[src/rtl/cnt_pwm_gen.sv]
// cnt_pwm_gen: PWM generator driven by an external up counter, with shadowed duty updates applied at period boundaries.
// Define CNT_PWM_COMPL_EN to add the complementary dead-time output pwm_n.
module cnt_pwm_gen #(
    parameter int CNT_W  = 4,
    parameter int PCNT_W = 8
) (
    input  logic              clk,
    input  logic              rst_n,
    input  logic [CNT_W-1:0]  cnt,
    input  logic [CNT_W:0]    duty_in,
    input  logic              duty_valid,
    output logic              duty_ready,
    output logic              pwm_out,
    output logic              period_pulse,
`ifdef CNT_PWM_COMPL_EN
    output logic              pwm_n,
`endif
    output logic [PCNT_W-1:0] period_cnt
);
    localparam logic [CNT_W:0] DUTY_MAX = {1'b1, {CNT_W{1'b0}}};
    logic [CNT_W:0]   active_duty, shadow, eff, sat;
    logic [CNT_W-1:0] prev_cnt;
    logic             pend, started, bnd, acc, pwm_nxt;
    // a held-at-zero count only marks the first cycle; the first zero after reset always counts
    assign bnd        = (cnt == '0) && (prev_cnt != '0 || !started);
    assign duty_ready = !pend;
    assign acc        = duty_valid && !pend;
    assign sat        = (duty_in > DUTY_MAX) ? DUTY_MAX : duty_in;
    assign eff        = (bnd && pend) ? shadow : active_duty;
    assign pwm_nxt    = {1'b0, cnt} < eff;
    always_ff @(posedge clk or negedge rst_n) begin
        if (!rst_n) begin
            active_duty  <= '0;
            shadow       <= '0;
            pend         <= 1'b0;
            prev_cnt     <= '0;
            started      <= 1'b0;
            pwm_out      <= 1'b0;
            period_pulse <= 1'b0;
            period_cnt   <= '0;
        end else begin
            prev_cnt     <= cnt;
            started      <= 1'b1;
            pwm_out      <= pwm_nxt;
            period_pulse <= bnd;
            if (bnd)
                period_cnt <= period_cnt + PCNT_W'(1);
            // a value accepted on a boundary cycle waits for the following boundary
            if (bnd && pend) begin
                active_duty <= shadow;
                pend        <= 1'b0;
            end else if (acc) begin
                shadow <= sat;
                pend   <= 1'b1;
            end
        end
    end
`ifdef CNT_PWM_COMPL_EN
    always_ff @(posedge clk or negedge rst_n) begin
        if (!rst_n)
            pwm_n <= 1'b0;
        else
            pwm_n <= (pwm_nxt != pwm_out) ? 1'b0 : !pwm_nxt;
    end
`endif
endmodule

[config.mk]
export PLATFORM = sky130hd
export DESIGN_NAME = cnt_pwm_gen
export DESIGN_NICKNAME = d
export VERILOG_FILES = /design/src/rtl/cnt_pwm_gen.sv
export SDC_FILE = /design/constraint.sdc
export NUM_CORES = 1
export LEC_CHECK = 0
export BUFFER_PORTS_ARGS = -buffer_cell sky130_fd_sc_hd__buf_4
export CAP_MARGIN = 20
export CELL_PAD_IN_SITES_DETAIL_PLACEMENT = 1
export CELL_PAD_IN_SITES_GLOBAL_PLACEMENT = 2
export CORE_MARGIN = 3
export CORE_UTILIZATION = 37
export CTS_CLUSTER_DIAMETER = 150
export DETAILED_ROUTE_END_ITERATION = 16
export PLACE_DENSITY = 0.91
export SLEW_MARGIN = 5
export SYNTH_ARGS = -nofsm -noshare
export SYNTH_HDL_FRONTEND = slang
export SYNTH_SLANG_ARGS = --single-unit
[constraint.sdc]
create_clock -name clk -period 5.3 [get_ports clk]
set_clock_uncertainty 0.15 [all_clocks]
set_input_delay 1.06 -clock clk [delete_from_list [all_inputs] [get_ports clk]]
set_output_delay 1.06 -clock clk [all_outputs]
set_load 0.05 [all_outputs]
# Word level (Yosys, flattened, before mapping)
# Cells that the tools add are included.
[op_classes]
bitwise = 1
n_mux = 4
magnitude_cmp = 2
reduce_logical = 10
n_addsub = 1
[ops]
columns = ["operator", "n"]
rows = [
  ["$mux W5", 2],
  ["$add A8 B1 Y8 const B", 1],
  ["$gt A5 B5 Y1 const B", 1],
  ["$lt A4 B5 Y1", 1],
  ["$logic_not A4 Y1", 1],
  ["$reduce_bool A4 Y1", 1],
  ["$logic_and A1 B1 Y1", 3],
  ["$logic_not A1 Y1", 2],
  ["$mux W1", 2],
  ["$reduce_and A2 Y1", 1],
  ["$reduce_bool A2 Y1", 1],
  ["$logic_or A1 B1 Y1", 1],
  ["$not A1 Y1", 1],
]
[word_totals]
input_bits = 12
out_inout_bits = 11
regBits = 26
word_cells = 26

# Logic depth before layout (Yosys ltp)
# Gate-level depths: netlist of the first run.
[logic_depth]
ltp_word = 6
depth_mapped = 8

# Worst setup path after synthesis of the first run
# No wires, ideal clock.
[synth_path]
kind = "input -> register"
startpoint = "input port cnt[1]"
endpoint = "register pwm_out"
arrival_time_ns = 2.887
cell_stages = 8
setup_time_ns = 0.080
required_time_ns = 5.070
n_path_buf = 0
slack_ns = 2.183
path_cell_list = "nor4_2 o211ai_4 mux2i_1 ha_1 a211oi_1 a31oi_1 mux2_4 o211ai_2"
[synth_between]
elab_chain_len = 5
[synth_lines]
columns = ["element", "line", "text"]
rows = [
  ["from (decl)", "9", "input logic [CNT_W-1:0] cnt,"],
  ["$logic_not A4 Y1", "25", "assign bnd = (cnt == '0) && (prev_cnt != '0 || !started);"],
  ["$logic_and A1 B1 Y1", "25", ""],
  ["$logic_and A1 B1 Y1", "29", "assign eff = (bnd && pend) ? shadow : active_duty;"],
  ["$mux W5", "29", ""],
  ["$lt A4 B5 Y1 (*)", "30", "assign pwm_nxt = {1'b0, cnt} < eff;"],
  ["named net pwm_nxt", "23", "logic pend, started, bnd, acc, pwm_nxt;"],
  ["to (signal assigned)", "44", "pwm_out <= pwm_nxt;"],
  ["to (decl)", "13", "output logic pwm_out,"],
]
# Mark *: on every way through the listed nets, which the timed path passes. The rest lies on a longest branch.
# A chain may end at the register's enable or synchronous reset.

# Final worst setup path of the first run
# Same ends and word-level chain as after synthesis.

==> load_flow_metrics.sql, run 1 <==
INSERT INTO impl_metrics (metric_group, metric, value, unit) VALUES
('layout', 'finish.cell_count_without_fillers', '144', ''),
('synth', 'share_of_the_synthesized_area_in_the_top_cell_type', '58.8', '%'),
('die', 'std_cell_rows', '19', ''),
('setup_path', 'critical_path.reg2reg.endpoint', 'pwm_out$_DFF_PN0_', ''),
('timing', 'rsz0062_at_grt', 'false', ''),
('layout', 'diodes', '0', ''),
('synth', 'syn_area', '1110', 'um2'),
('clocking', 'cts-buffers-inserted', '3', ''),
('clocking', 'post-cts-setup-buffers', '0', ''),
('synth', 'synth_nets', '103', ''),
('layout', 'nFillCells', '309', ''),
('layout', 'seqCellArea', '651', 'um2'),
('synth', 'postSynthAreaPerCell', '12.7', 'um2'),
('setup_path', 'worstRegToRegCells', '8', ''),
('clocking', 'cts_resized', '0', ''),
('synth', 'yosysTopAreaCell', 'sky130_fd_sc_hd__dfrtp_1', ''),
('synth', 'ys_seq_area_share', '58.8', '%'),
('global_routing', 'grt_use_total', '14.0', '%'),
('route', 'detail_route.first_pass.iterations', '2', ''),
('clocking', 'insertion_delay', '0.32', 'ns'),
('clocking', 'cts-hold-fix-buffers', '0', ''),
('setup_path', 'critPathMaxFanout', '7', ''),
('timing', 'final-setup-viol-count', '0', ''),
('setup_path', 'start_kind', 'input pin', ''),
('die', 'ios', '23', ''),
('global_routing', 'grt_first_pass_wirelength', '3700', 'um'),
('synth', 'post_synth_inst_count', '87', ''),
('route', 'drt_drc_violations_left', '0', ''),
('timing', 'achievable_frequency', '0.327', 'GHz'),
('layout', 'finalNetCount', '130', ''),
('placement', 'detailed_place_hpwl', '1750', 'um'),
('flow_run', 'max_capacitance_violation_total', '0', ''),
('synth', 'ys_ff_latch', '26', ''),
('timing', 'finalHoldViolCount', '0', ''),
('setup_path', 'regToRegStartpoint', 'prev_cnt[0]$_DFF_PN0_', ''),
('setup_path', 'worst-endpoint-arrival', '3.16', 'ns'),
('route', 'avgRoutedWirePerCell', '15.1', 'um'),
('global_routing', 'grt_max_degree', '27', ''),
('die', 'core_area', '2810', 'um2'),
('setup_path', 'endpoint_kind', 'register', ''),
('global_routing', 'number_of_antenna_violations_at_the_first_check_in_global_routing', '0', ''),
('clocking', 'cts_root_buf', 'sky130_fd_sc_hd__clkbuf_4', ''),
('layout', 'layout-drive-gt1-share', '33.6', '%'),
('synth', 'synthesis.yosys.warnings', '0', ''),
('clocking', 'tritoncts_clock_tree', 'built', ''),
('setup_path', 'critical_path.startpoint', 'cnt[1]', ''),
('die', 'starting_density_of_the_core', '39.5', '%'),
('setup_path', 'critPathCapture', 'pwm_out$_DFF_PN0_', ''),
('die', 'dieWidth', '60.7', 'um'),
('timing', 'post-route-min-period', '3.06', 'ns'),
('clocking', 'clock_tree.htree_level_count', '1', ''),
('route', 'route.final.wire_length', '2170', 'um'),
('power', 'powerDensity', '415', 'nW/um2'),
('setup_path', 'r2r_slack', '2.43', 'ns'),
('layout', 'multiInputGateArea', '438', 'um2'),
('setup_path', 'path_class', 'in -> reg', ''),
('die', 'die-height', '60.7', 'um'),
('clocking', 'clockBufferDepth', '2', ''),
('global_routing', 'grt-ovfl-total', '0', ''),
('timing', 'final_slew_violations', '0', ''),
('clocking', 'cts.clk_slew.worst_paths', '0.14', 'ns'),
('power', 'power_leakage', '0.693', 'nW'),
('timing', 'totalNegativeSetupSlack', '0', 'ns'),
('timing', 'period_share', '57.7', '%'),
('worst_hold_path', 'worst_hold_path_type', 'reg -> reg', ''),
('run_status', 'status', 'complete, no violations', ''),
('power', 'finalPower', '0.000559', 'W'),
('setup_path', 'timing.critical_path.required', '5.40', 'ns'),
('placement', 'numPortBuffers', '22', ''),
('route', 'vias', '757', ''),
('clocking', 'cts_num_sinks', '26', ''),
('route', 'avgViaCountPerCell', '5.26', ''),
('placement', 'finalWeightedCongestion', '0.753', ''),
('placement', 'placedCellCount', '140', ''),
('route', 'drt.antenna.violating_nets', '0', ''),
('global_routing', 'via_count_of_the_first_global_routing_pass', '785', ''),
('layout', 'syn_to_final_growth', '21.7', '%'),
('synth', 'synth_area_leaders', 'sky130_fd_sc_hd__dfrtp_1 59%, sky130_fd_sc_hd__ha_1 4.5%, sky130_fd_sc_hd__xnor2_1 4.0%, sky130_fd_sc_hd__nand2_1 3.1%, sky130_fd_sc_hd__mux2_2 3.1%', ''),
('synth', 'yosysUniqueCellTypes', '27', ''),
('die', 'floorplan.die_area', '3690', 'um2'),
('power', 'peakVddDrop', '0.000170', 'V'),
('route', 'first_iter_violations', '16', '');
-- through the flow --
step           instance area, um2  setup WS [ns]  hold WS, ns  utilization (%)
2_1_floorplan                1110           2.18        0.299                -
3_3_place_gp                 1310           1.97        0.314             46.7
3_5_place_dp                 1310           1.89        0.313             46.7
4_1_cts                      1350           2.25        0.335             48.0
5_1_grt                      1350           2.01        0.361             48.0
6_report                     1350           2.24        0.329             48.0
-- how the worst min path moves through the flow --
stage                                    startpoint                        end  slack, ns  cells after the start
final                     period_cnt[7]$_DFFE_PN0P_  period_cnt[7]$_DFFE_PN0P_       0.33                      1
after global routing      period_cnt[7]$_DFFE_PN0P_  period_cnt[7]$_DFFE_PN0P_       0.36                      1
after CTS                 period_cnt[7]$_DFFE_PN0P_  period_cnt[7]$_DFFE_PN0P_       0.33                      1
after detailed placement  period_cnt[7]$_DFFE_PN0P_  period_cnt[7]$_DFFE_PN0P_       0.31                      1
after global placement    period_cnt[7]$_DFFE_PN0P_  period_cnt[7]$_DFFE_PN0P_       0.31                      1
after floorplan               shadow[1]$_DFFE_PN0P_      shadow[1]$_DFFE_PN0P_       0.30                      2
-- per-layer routing --
layer  global-route usage (%)  up-vias  routed length [um]
met5                        0        -                   0
met3                     2.55        2                 117
met2                     24.6       18                1130
li1                         -      353                   -
met1                     16.8      384                 910
met4                     5.57        0                  14
-- cell usage after synthesis, drive strengths merged --
cell type and number:
dfrtp 26, nand2 9, o21ai 6, inv 5, mux2 5, xnor2 5, ha 4, nand2b 4
mux2i 3, a31oi 2, nand3 2, nand4 2, nor3 2, o211ai 2, xor2 2, a211oi 1
and3 1, conb 1, nor2 1, nor4 1, o21a 1, or2 1, or4b 1
-- cell type report --
| cell class | instances | share of cell area, % |
|---|---|---|
| tap | 31 | 2.88 |
| sequential | 26 | 48.3 |
| inverter | 5 | 1.39 |
| multi-input combinational | 56 | 32.5 |
| clock buffer | 4 | 2.69 |
| timing repair buffer | 22 | 12.3 |
-- power breakdown --
part,internal (W),switching (W),total [W]
logic,0.0000742,0.000114,0.000188
registers,0.000239,0.0000332,0.000272
clock network,0.0000420,0.0000569,0.0000989
total,0.000355,0.000204,0.000559
-- state kept, by name (all words and copies together) (netlist names) --
name	flops
prev_cnt	4
started	1
shadow	5
period_pulse	1
period_cnt	8
pend	1
active_duty	5
pwm_out	1
-- worst max-delay path: stages --
cell,delay [ns]
sky130_fd_sc_hd__buf_4,0.12
sky130_fd_sc_hd__nor4_2,0.43
sky130_fd_sc_hd__o211ai_4,0.22
sky130_fd_sc_hd__mux2i_1,0.24
sky130_fd_sc_hd__ha_1,0.30
sky130_fd_sc_hd__a211oi_1,0.32
sky130_fd_sc_hd__a31oi_1,0.13
sky130_fd_sc_hd__mux2_4,0.28
sky130_fd_sc_hd__o211ai_2,0.06
-- cells by family after synthesis --
family,count (synthesis),synth area share [%]
other,1,0.339
xor gates and xnor gates,7,5.54
adders and majority gates,4,4.52
muxes,8,8.47
buffers and inverters,5,1.69
and+or+nand+nor,24,12.1
DFF,26,58.8
AOI/OAI and AO/OA,12,8.59
-- layout by cell type, fill, tap and decap left out, types with 3 or more instances in the layout --
cell type	n
sky130_fd_sc_hd__dfrtp_1	26
sky130_fd_sc_hd__xnor2_1	5
sky130_fd_sc_hd__ha_1	4
sky130_fd_sc_hd__nand2b_1	4
sky130_fd_sc_hd__o21ai_0	5
sky130_fd_sc_hd__inv_1	4
sky130_fd_sc_hd__mux2i_1	3
sky130_fd_sc_hd__clkbuf_4	3
sky130_fd_sc_hd__buf_4	22
sky130_fd_sc_hd__nand2_1	9
sky130_fd_sc_hd__mux2_2	3
(Power assumes the default switching activity.)
==> run 2: changes to the inputs <==
--- a/config.mk
+++ b/config.mk
@@ -5,15 +5,16 @@
 export SDC_FILE = /design/constraint.sdc
 export NUM_CORES = 1
 export LEC_CHECK = 0
+export ABC_AREA = 1
 export BUFFER_PORTS_ARGS = -buffer_cell sky130_fd_sc_hd__buf_4
 export CAP_MARGIN = 20
 export CELL_PAD_IN_SITES_DETAIL_PLACEMENT = 1
 export CELL_PAD_IN_SITES_GLOBAL_PLACEMENT = 2
 export CORE_MARGIN = 3
-export CORE_UTILIZATION = 37
+export CORE_UTILIZATION = 33
 export CTS_CLUSTER_DIAMETER = 150
 export DETAILED_ROUTE_END_ITERATION = 16
-export PLACE_DENSITY = 0.91
+export PLACE_DENSITY = 0.87
 export SLEW_MARGIN = 5
 export SYNTH_ARGS = -nofsm -noshare
 export SYNTH_HDL_FRONTEND = slang
==> constraint.sdc (replaced) <==
create_clock -name clk -period 3.15 [get_ports clk]
set_clock_uncertainty 0.15 [all_clocks]
set_input_delay 0.63 -clock clk [delete_from_list [all_inputs] [get_ports clk]]
set_output_delay 0.63 -clock clk [all_outputs]
set_load 0.05 [all_outputs]
==> load_flow_metrics.sql, run 2 <==
INSERT INTO impl_metrics (metric_group, metric, value, unit) VALUES
('die', 'std_cell_rows', '21', ''),
('synth', 'most_frequent_cell_after_synthesis', 'sky130_fd_sc_hd__dfrtp_1', ''),
('synth', 'synthesis.yosys.warnings', '0', ''),
('setup_path', 'worst-endpoint-arrival', '2.12', 'ns'),
('die', 'ios', '23', ''),
('synth', 'postSynthAreaPerCell', '9.76', 'um2'),
('worst_hold_path', 'worst_hold_path_type', 'in -> async', ''),
('clocking', 'cts_root_buf', 'sky130_fd_sc_hd__clkbuf_4', ''),
('timing', 'totalNegativeSetupSlack', '0', 'ns'),
('synth', 'ys_top_cells_by_count', '26 x sky130_fd_sc_hd__dfrtp_1, 21 x sky130_fd_sc_hd__nand2_1, 20 x sky130_fd_sc_hd__inv_1, 9 x sky130_fd_sc_hd__nor2_1', ''),
('synth', 'synth-async-reset-ratio', '100', '%'),
('synth', 'synth_area_leaders', 'sky130_fd_sc_hd__dfrtp_1 54%, sky130_fd_sc_hd__nand2_1 6.6%, sky130_fd_sc_hd__inv_1 6.3%, sky130_fd_sc_hd__ha_1 4.2%, sky130_fd_sc_hd__xor2_1 3.6%', ''),
('die', 'die-height', '66.3', 'um'),
('clocking', 'cts.clk_slew.worst_paths', '0.15', 'ns'),
('clocking', 'cts-buffers-inserted', '3', ''),
('setup_path', 'path_class', 'reg -> reg', ''),
('die', 'core_area', '3420', 'um2'),
('global_routing', 'grt_max_degree', '27', ''),
('setup_path', 'critPathMaxFanout', '5', ''),
('synth', 'share_of_the_synthesized_area_in_the_top_cell_type', '54.2', '%'),
('clocking', 'clockBufferDepth', '2', ''),
('route', 'drt.antenna.violating_nets', '0', ''),
('placement', 'finalWeightedCongestion', '0.704', ''),
('layout', 'diodes', '0', ''),
('layout', 'largestRegisters', 'period_cnt (8), active_duty (5), shadow (5)', ''),
('layout', 'layout-drive-gt1-share', '28.2', '%'),
('layout', 'final_common_cell', 'sky130_fd_sc_hd__dfrtp_1', ''),
('clocking', 'cts-hold-fix-buffers', '0', ''),
('timing', 'rsz0062_at_grt', 'false', ''),
('synth', 'synth_nets', '139', ''),
('timing', 'post-route-min-period', '2.02', 'ns'),
('synth', 'yosys_most_used_dff', 'sky130_fd_sc_hd__dfrtp_1', ''),
('layout', 'nFillCells', '402', ''),
('route', 'first_iter_violations', '3', ''),
('clocking', 'cts_num_sinks', '26', ''),
('placement', 'numPortBuffers', '22', ''),
('synth', 'yosysUniqueCellTypes', '27', ''),
('timing', 'finalHoldViolCount', '0', ''),
('clocking', 'insertion_delay', '0.32', 'ns'),
('die', 'starting_density_of_the_core', '35.1', '%'),
('setup_path', 'timing.critical_path.required', '3.25', 'ns'),
('timing', 'final_slew_violations', '0', ''),
('layout', 'largest_register_ff_count', '8', ''),
('synth', 'synth_edf_count', '0', ''),
('global_routing', 'via_count_of_the_first_global_routing_pass', '970', ''),
('layout', 'largest_register', 'period_cnt', ''),
('die', 'floorplan.die_area', '4400', 'um2'),
('route', 'avgRoutedWirePerCell', '12.1', 'um'),
('global_routing', 'grt_first_pass_wirelength', '4210', 'um'),
('global_routing', 'number_of_antenna_violations_at_the_first_check_in_global_routing', '0', ''),
('placement', 'detailed_place_hpwl', '1900', 'um'),
('layout', 'finalNetCount', '166', ''),
('timing', 'final-setup-viol-count', '0', ''),
('synth', 'post_synth_inst_count', '123', ''),
('setup_path', 'start_kind', 'register', ''),
('placement', 'pre_cts_slack', '0.824', 'ns'),
('die', 'dieWidth', '66.3', 'um'),
('route', 'detail_route.first_pass.iterations', '2', ''),
('clocking', 'cts_resized', '0', ''),
('synth', 'yosysTopAreaCell', 'sky130_fd_sc_hd__dfrtp_1', ''),
('power', 'finalPower', '0.000999', 'W'),
('clocking', 'clock_tree.htree_level_count', '1', ''),
('route', 'route.final.wire_length', '2350', 'um'),
('timing', 'achievable_frequency', '0.494', 'GHz'),
('timing', 'period_share', '64.2', '%'),
('power', 'peakVddDrop', '0.000223', 'V'),
('route', 'vias', '878', ''),
('timing', 'post-route-worst-setup-slack', '1.13', 'ns'),
('global_routing', 'grt-ovfl-total', '0', ''),
('clocking', 'tritoncts_clock_tree', 'built', ''),
('setup_path', 'r2r_slack', '1.13', 'ns'),
('layout', 'layout_common_cells', '26 x sky130_fd_sc_hd__dfrtp_1, 22 x sky130_fd_sc_hd__buf_4, 21 x sky130_fd_sc_hd__nand2_1', ''),
('synth', 'syn_area', '1200', 'um2'),
('timing', 'fin_hold_ws', '0.0307', 'ns'),
('run_status', 'status', 'complete, no violations', ''),
('setup_path', 'endpoint_kind', 'register', ''),
('power', 'power_leakage', '0.774', 'nW'),
('clocking', 'post-cts-setup-buffers', '0', ''),
('flow_run', 'max_capacitance_violation_total', '0', ''),
('synth', 'ys_ff_latch', '26', ''),
('layout', 'syn_to_final_growth', '22.9', '%'),
('route', 'avgViaCountPerCell', '4.50', ''),
('synth', 'ys_seq_area_share', '54.2', '%'),
('route', 'drt_drc_violations_left', '0', ''),
('global_routing', 'grt_use_total', '12.5', '%'),
('power', 'powerDensity', '677', 'nW/um2');
run 2: cell count changes in the layout (fill, tap and decap cells not counted), sizes merged, moves of 3 or more:
| cell | delta |
|---|---|
| xnor2 | -3 |
| mux2i | -3 |
| inv | +19 |
| mux2 | -5 |
| xor2 | +3 |
| nor2 | +10 |
| nand2b | -4 |
| nand2 | +16 |
run 2: final timing paths:
path / start / endpoint / depth (start not counted)
worst max-delay path: prev_cnt[3]$_DFF_PN0_ / pwm_out$_DFF_PN0_ / 11
worst min-delay path: rst_n / prev_cnt[0]$_DFF_PN0_ / 1
worst max register to register: prev_cnt[3]$_DFF_PN0_ / pwm_out$_DFF_PN0_ / 11
worst min register to register: active_duty[3]$_DFF_PN0_ / active_duty[3]$_DFF_PN0_ / 2
max in group asynchronous: rst_n / shadow[2]$_DFFE_PN0P_ / 1
min in group clk: cnt[0] / prev_cnt[0]$_DFF_PN0_ / 1
run 2: layout make-up:
type	instances	area [um2]	area share [%]
flip-flops and latches	26	651	44.1
clock buffers	3	22.5	1.53
clock inverters	1	30.0	2.04
well taps	46	57.6	3.90
inverters	25	95.1	6.45
multi-input cells	72	454	30.8
repair buffers	22	165	11.2
run 2: metal layers:
metal	track usage, %	wire [um]	up-vias
met3	2.55	70	4
met4	5.33	32	0
met1	14.2	1010	430
met2	22.3	1240	15
li1	-	-	429
met5	0	0	-
run 2: critical path: stages (launching register included):
cell and delay, ns:
sky130_fd_sc_hd__dfrtp_1 0.38, sky130_fd_sc_hd__nor2_1 0.13, sky130_fd_sc_hd__nand3_2 0.18, sky130_fd_sc_hd__nand3_4 0.13
sky130_fd_sc_hd__clkinv_2 0.11, sky130_fd_sc_hd__nand2_1 0.09, sky130_fd_sc_hd__o21ai_2 0.06, sky130_fd_sc_hd__ha_1 0.29
sky130_fd_sc_hd__a21o_1 0.16, sky130_fd_sc_hd__a21oi_1 0.12, sky130_fd_sc_hd__nor2_1 0.06, sky130_fd_sc_hd__a21oi_1 0.11
run 2: through the flow:
step,utilization [%],std cells,cell area [um2]
2_1_floorplan,-,123,1200
4_1_cts,43.2,195,1480
5_1_grt,43.2,195,1480
6_report,43.2,195,1480
3_3_place_gp,41.6,191,1420
3_5_place_dp,41.6,191,1420
run 2: power by group:
group	switching, W	total, W	internal [W]
sequential	0.0000437	0.000446	0.000402
clock	0.0000996	0.000228	0.000129
combinational	0.000214	0.000325	0.000111
run 2: kinds of logic after synthesis:
group / synth area share [%]
fa+ha+maj: 4.17
buf+inv: 7.92
flops: 54.2
simple gates: 22.0
compound gates: 6.26
other cells: 0.313
xor+xnor: 5.11
